==> config.mk <==
export PLATFORM = sky130hd
export DESIGN_NAME = counter_4b
export DESIGN_NICKNAME = d
export VERILOG_FILES = /design/src/rtl/counter_4b.sv
export SDC_FILE = /design/constraint.sdc
export NUM_CORES = 1
export LEC_CHECK = 0
export BUFFER_PORTS_ARGS = -buffer_cell sky130_fd_sc_hd__buf_4
export CAP_MARGIN = 25
export CORE_AREA = 2 2 39 41
export DETAILED_ROUTE_END_ITERATION = 16
export DIE_AREA = 0 0 41 43
export SLEW_MARGIN = 25
export SYNTH_ARGS = -nofsm -noshare
export SYNTH_HDL_FRONTEND = slang
export SYNTH_SLANG_ARGS = --single-unit
==> constraint.sdc <==
create_clock -name clk -period 1.28 [get_ports clk]
set_clock_uncertainty 0.2 [all_clocks]
set_input_delay 0.192 -clock clk [delete_from_list [all_inputs] [get_ports clk]]
set_output_delay 0.192 -clock clk [all_outputs]
set_load 0.05 [all_outputs]
==> src/rtl/counter_4b.sv <==
// Free-running 4-bit synchronous up-counter with a terminal-count ripple carry.
// Optional decade (0..9) mode when COUNTER_4B_DECADE_EN is defined.
module counter_4b #(
  parameter logic [3:0] RESET_VALUE = 4'b0000
) (
  input  logic clk,
  input  logic rst,
  output logic Qa,
  output logic Qb,
  output logic Qc,
  output logic Qd,
  output logic Rc
);

  logic [3:0] count_q;
  logic [3:0] count_d;
  logic [3:0] toggle;

  // Synchronous T-flip-flop chain: each bit toggles when all lower bits are 1.
  always_comb begin
    toggle  = {&count_q[2:0], &count_q[1:0], count_q[0], 1'b1};
    count_d = count_q ^ toggle;
`ifdef COUNTER_4B_DECADE_EN
    // 9 wraps to 0; illegal states 10..15 also recover to 0 on the next edge.
    if (count_q >= 4'd9) begin
      count_d = 4'd0;
    end
`endif
  end

  always_ff @(posedge clk or posedge rst) begin
    if (rst) begin
      count_q <= RESET_VALUE;
    end else begin
      count_q <= count_d;
    end
  end

  assign {Qd, Qc, Qb, Qa} = count_q;

`ifdef COUNTER_4B_DECADE_EN
  assign Rc = count_q[3] & count_q[0];
`else
  assign Rc = &count_q;
`endif

endmodule

# Word level (Yosys, flattened, before mapping)
# Index checks and enable logic that the tools add are counted.
dict set report op_classes {
  add_sub_neg 0
  multipliers 0
  div 0
  order_cmp 0
  eq_ne 0
  n_shift 0
  mux 0
  bitwise 1
  reduce_logical 3
}
# cell count
set ops {}
lappend ops {{4-bit AND reduction} 1}
lappend ops {{4-bit bitwise XOR} 1}
lappend ops {{3-bit AND reduction} 1}
lappend ops {{2-bit AND reduction} 1}
dict set report word_totals {
  reg_bits 4
  latchBits 0
  ram_bits 0
  rom_bits 0
  input_bits 2
  out_inout_bits 5
  elab_cells 5
  memories 0
}

# Longest topological paths before layout
dict set report logic_depth {
  word_depth 2
  depth_mapped 3
  ltp_nobuf 3
}

# Worst setup path before layout
# Ideal clock, no wire load.
dict set report synth_timing {
  kind {flip-flop to output port}
  startpoint {register count_q[0]}
  endpoint {output port Rc}
  t_arrival_ps 1327
  required_ps 888
  slack_ps -439
  stages_incl_launch_ff 3
  n_path_buf 0
  path_cell_list {dfrtp_1 ha_1 and3_1}
}
dict set report synth_between {
  elab_chain_cells 1
}
# item line
set synth_rtl {}
lappend synth_rtl {{start, declared} 15} ;# logic [3:0] count_q;
lappend synth_rtl {{start signal, assigned} 35} ;# count_q <= count_d;
lappend synth_rtl {{4-bit AND reduction} 44} ;# assign Rc = &count_q;
lappend synth_rtl {{end, declared} 12} ;# output logic Rc
# Every way passes these cells.

# Worst setup path after layout
# Same ends and word-level chain as after synthesis.

==> impl_summary.txt <==
----------------------------------------------------
[Status]
  Result of the run ... complete, but fails checks
  Violations in the final reports ... setup timing

[Route]
  DRC marker count from the first detailed-route iteration ... 0
  Detailed-routing iteration count for the pre-antenna-repair pass ... 1
  Routed wire per std cell ... 10.6 um
  Via count ... 128
  Total DRC errors in the routed layout ... 0
  Antenna violation net count after detailed routing ... 0
  Via-per-instance ratio ... 3.20
  Total detailed-routing wirelength ... 425 um

[Layout]
  Top reg by flops ... count_q
  Antenna Diode Count ... 0
  Core occupancy in the finished layout ... 24.1%
  Proportion of layout cells with a drive suffix above 1 ... 83.3%
  Filler Cell Count ... 145
  Commonest cells after routing, fill and taps aside ... 6 x sky130_fd_sc_hd__buf_4, 4 x sky130_fd_sc_hd__dfrtp_2, 3 x sky130_fd_sc_hd__clkbuf_4
  Nets ... 30
  Flip-flop count of the largest register after layout ... 4
  Top flop regs ... count_q x4
  Area growth from synthesis to layout ... 125%
  Commonest non-fill, non-tap cell in the layout ... sky130_fd_sc_hd__buf_4

[Floorplanning]
  Die Wd ... 41 um
  Die Footprint ... 0.00176 mm2
  Number of cell rows ... 14
  Initial core utilization ... 10.7%
  Floorplan die height ... 43 um
  Core Region ... 0.00138 mm2
  Number of primary I/O pins ... 7

[Clock network]
  H-tree levels ... 1
  Clk Latency, worst-skew pair ... 0.23 ns
  Count of clock tree sinks ... 4
  Root buf cell ... sky130_fd_sc_hd__clkbuf_4
  Buffer levels on the longest clock path ... 2
  TritonCTS clock tree ... built
  Number of clock buffers inserted by TritonCTS ... 3
  Clock-pin slew on the worst setup and hold paths ... 0.04 ns

[Logic synthesis]
  Flops & latches, synth ... 4
  Synthesis warning total ... 0
  Post-synthesis net count ... 14
  Count of different cell masters after synthesis ... 5
  Seq/Total Area, Yosys ... 67.8%
  Mapped Area ... 148 um2
  Mean Syn Cell Area ... 14.8 um2
  Number of cells produced by synthesis ... 10

[Power and ir drop]
  PwrDens ... 862 mW/mm2
  Leakage ... 0.000167 uW
  Worst vdd ir ... 179 uV

[Setup path]
  Type of element capturing the critical path ... output pin
  Arrival time reported for the critical path endpoint ... 1.13 ns
  Required time at the worst-slack endpoint ... 0.89 ns
  Classification of the worst setup path ... reg2out
  CP max stage cell ... sky130_fd_sc_hd__dfrtp_2
  CP cell instances ... ha_4 > and3_4 > buf_8
  Setup slack, reg-to-reg ... -0.15 ns
  Critical Path Max Stage Delay ... 0.42 ns
  Crit start category ... flop
  Critical Path Fanout Max ... 2

[Timing]
  Period minus WS final ... 1.52 ns
  Share of the clock period used by the worst path ... 119%
  Number of pins with negative max-slew slack in the final report ... 0
  Fmax ... 0.657 GHz
  Measured slew at the worst slew-check pin ... 0.148 ns
  Post-route setup slack ... -0.241 ns
  Endpoints failing setup ... 4
  Number of failing hold endpoints at the final stage ... 0
  Unrepaired setup endpoints after global routing ... true
  Relative slew slack ... 90.2%
  Total Negative Setup Slacks ... -0.588 ns

[Run]
  Max-cap check violation count ... 0

[Placed design]
  Worst setup timing slack at the placement stage ... -0.0355 ns
  # port buffers ... 6
  Routability cong. ... 0.430
  HPWL after detailed placement ... 300 um

[Global route]
  Number of global-route vias before repair ... 174
  Total global routing track utilization ... 6.93%
  Gr ovfl total ... 0
  Largest net degree at the start of global routing ... 5
  Initial antenna violation count ... 0
  First-pass GRT wire length ... 655 um

[Hold path]
  Classification of the worst-slack hold path ... in2async

----------------------------------------------------
==> power by group <==
| group | leakage (uW) | switching, uW | internal, uW | total [uW] |
|---|---|---|---|---|
| combinational | 0.000107 | 3.42 | 4.14 | 7.56 |
| clock | 0.0000138 | 47.7 | 105 | 152 |
| sequential | 0.0000465 | 0 | 127 | 127 |
==> path summary, 6_finish.rpt <==
check	from	to	cells after the start
worst max register to register	count_q[0]	count_q[3]	5
worst max-delay path	count_q[0]	Rc	3
max in group asynchronous	rst	count_q[2]	3
min in group clk	count_q[3]	count_q[3]	1
worst min-delay path	rst	count_q[0]	3
worst min register to register	count_q[3]	count_q[3]	1
==> routing by layer <==
layer | vias up | GRT usage (%) | wire [um]
met5 | - | 0 | 0
met4 | 0 | 8.00 | 0
met3 | 0 | 4.71 | 51
met2 | 7 | 12.5 | 273
met1 | 61 | 2.57 | 101
li1 | 60 | - | -
==> repair_timing <==
| item | in CTS | in global routing |
|---|---|---|
| setup endpoints to repair | 2 | 3 |
| setup buffers | 2 | 2 |
| hold buffers | 1 | 0 |
| resized for setup | 6 | 2 |
| endpoints found under the hold margin | 4 | 0 |
| pin swaps | 1 | 0 |
==> layout make-up <==
type / instances / area, um2 / area share (%)
Inverter: 2 / 7.51 / 2.26
Multi-Input combinational cell: 4 / 70.1 / 21.1
Tap cell: 16 / 20.0 / 6.02
Clock buffer: 3 / 22.5 / 6.77
Sequential cell: 4 / 105 / 31.6
Timing Repair Buffer: 11 / 108 / 32.3
==> kinds of logic (layout without fill, tap and decap cells) <==
kind of cell | after synthesis | after routing | synth area share, %
DFF | 4 | 4 | 67.8
and+or+nand+nor | 1 | 1 | 4.24
adders and majority gates | 2 | 2 | 16.9
xor gates and xnor gates | 1 | 1 | 5.93
buffers and inverters | 2 | 16 | 5.09
==> worst max-delay path: cells and delay by family (launching register included) <==
family,cells,cell delay (ns)
flip-flops,1,0.42
adder cells (fa/ha/maj),1,0.17
AND/OR/NAND/NOR,1,0.17
buffers and inverters,1,0.14
==> cell usage after synthesis <==
master / n / area, um2
sky130_fd_sc_hd__dfrtp_1: 4 / 100
sky130_fd_sc_hd__ha_1: 2 / 25.0
sky130_fd_sc_hd__inv_1: 2 / 7.51
sky130_fd_sc_hd__and3_1: 1 / 6.26
sky130_fd_sc_hd__xor2_1: 1 / 8.76
==> metrics by stage <==
step,cell area [um2],std cells,hold slack (ns),total power [uW]
after CTS,322,39,0.210,297
final,333,40,0.213,287
after global routing,333,40,0.241,307
after detailed placement,245,33,-0.0990,134
after floorplan,173,10,-0.242,131
after global placement,245,33,-0.124,133
No activity file was read; power rests on OpenSTA's default activity.
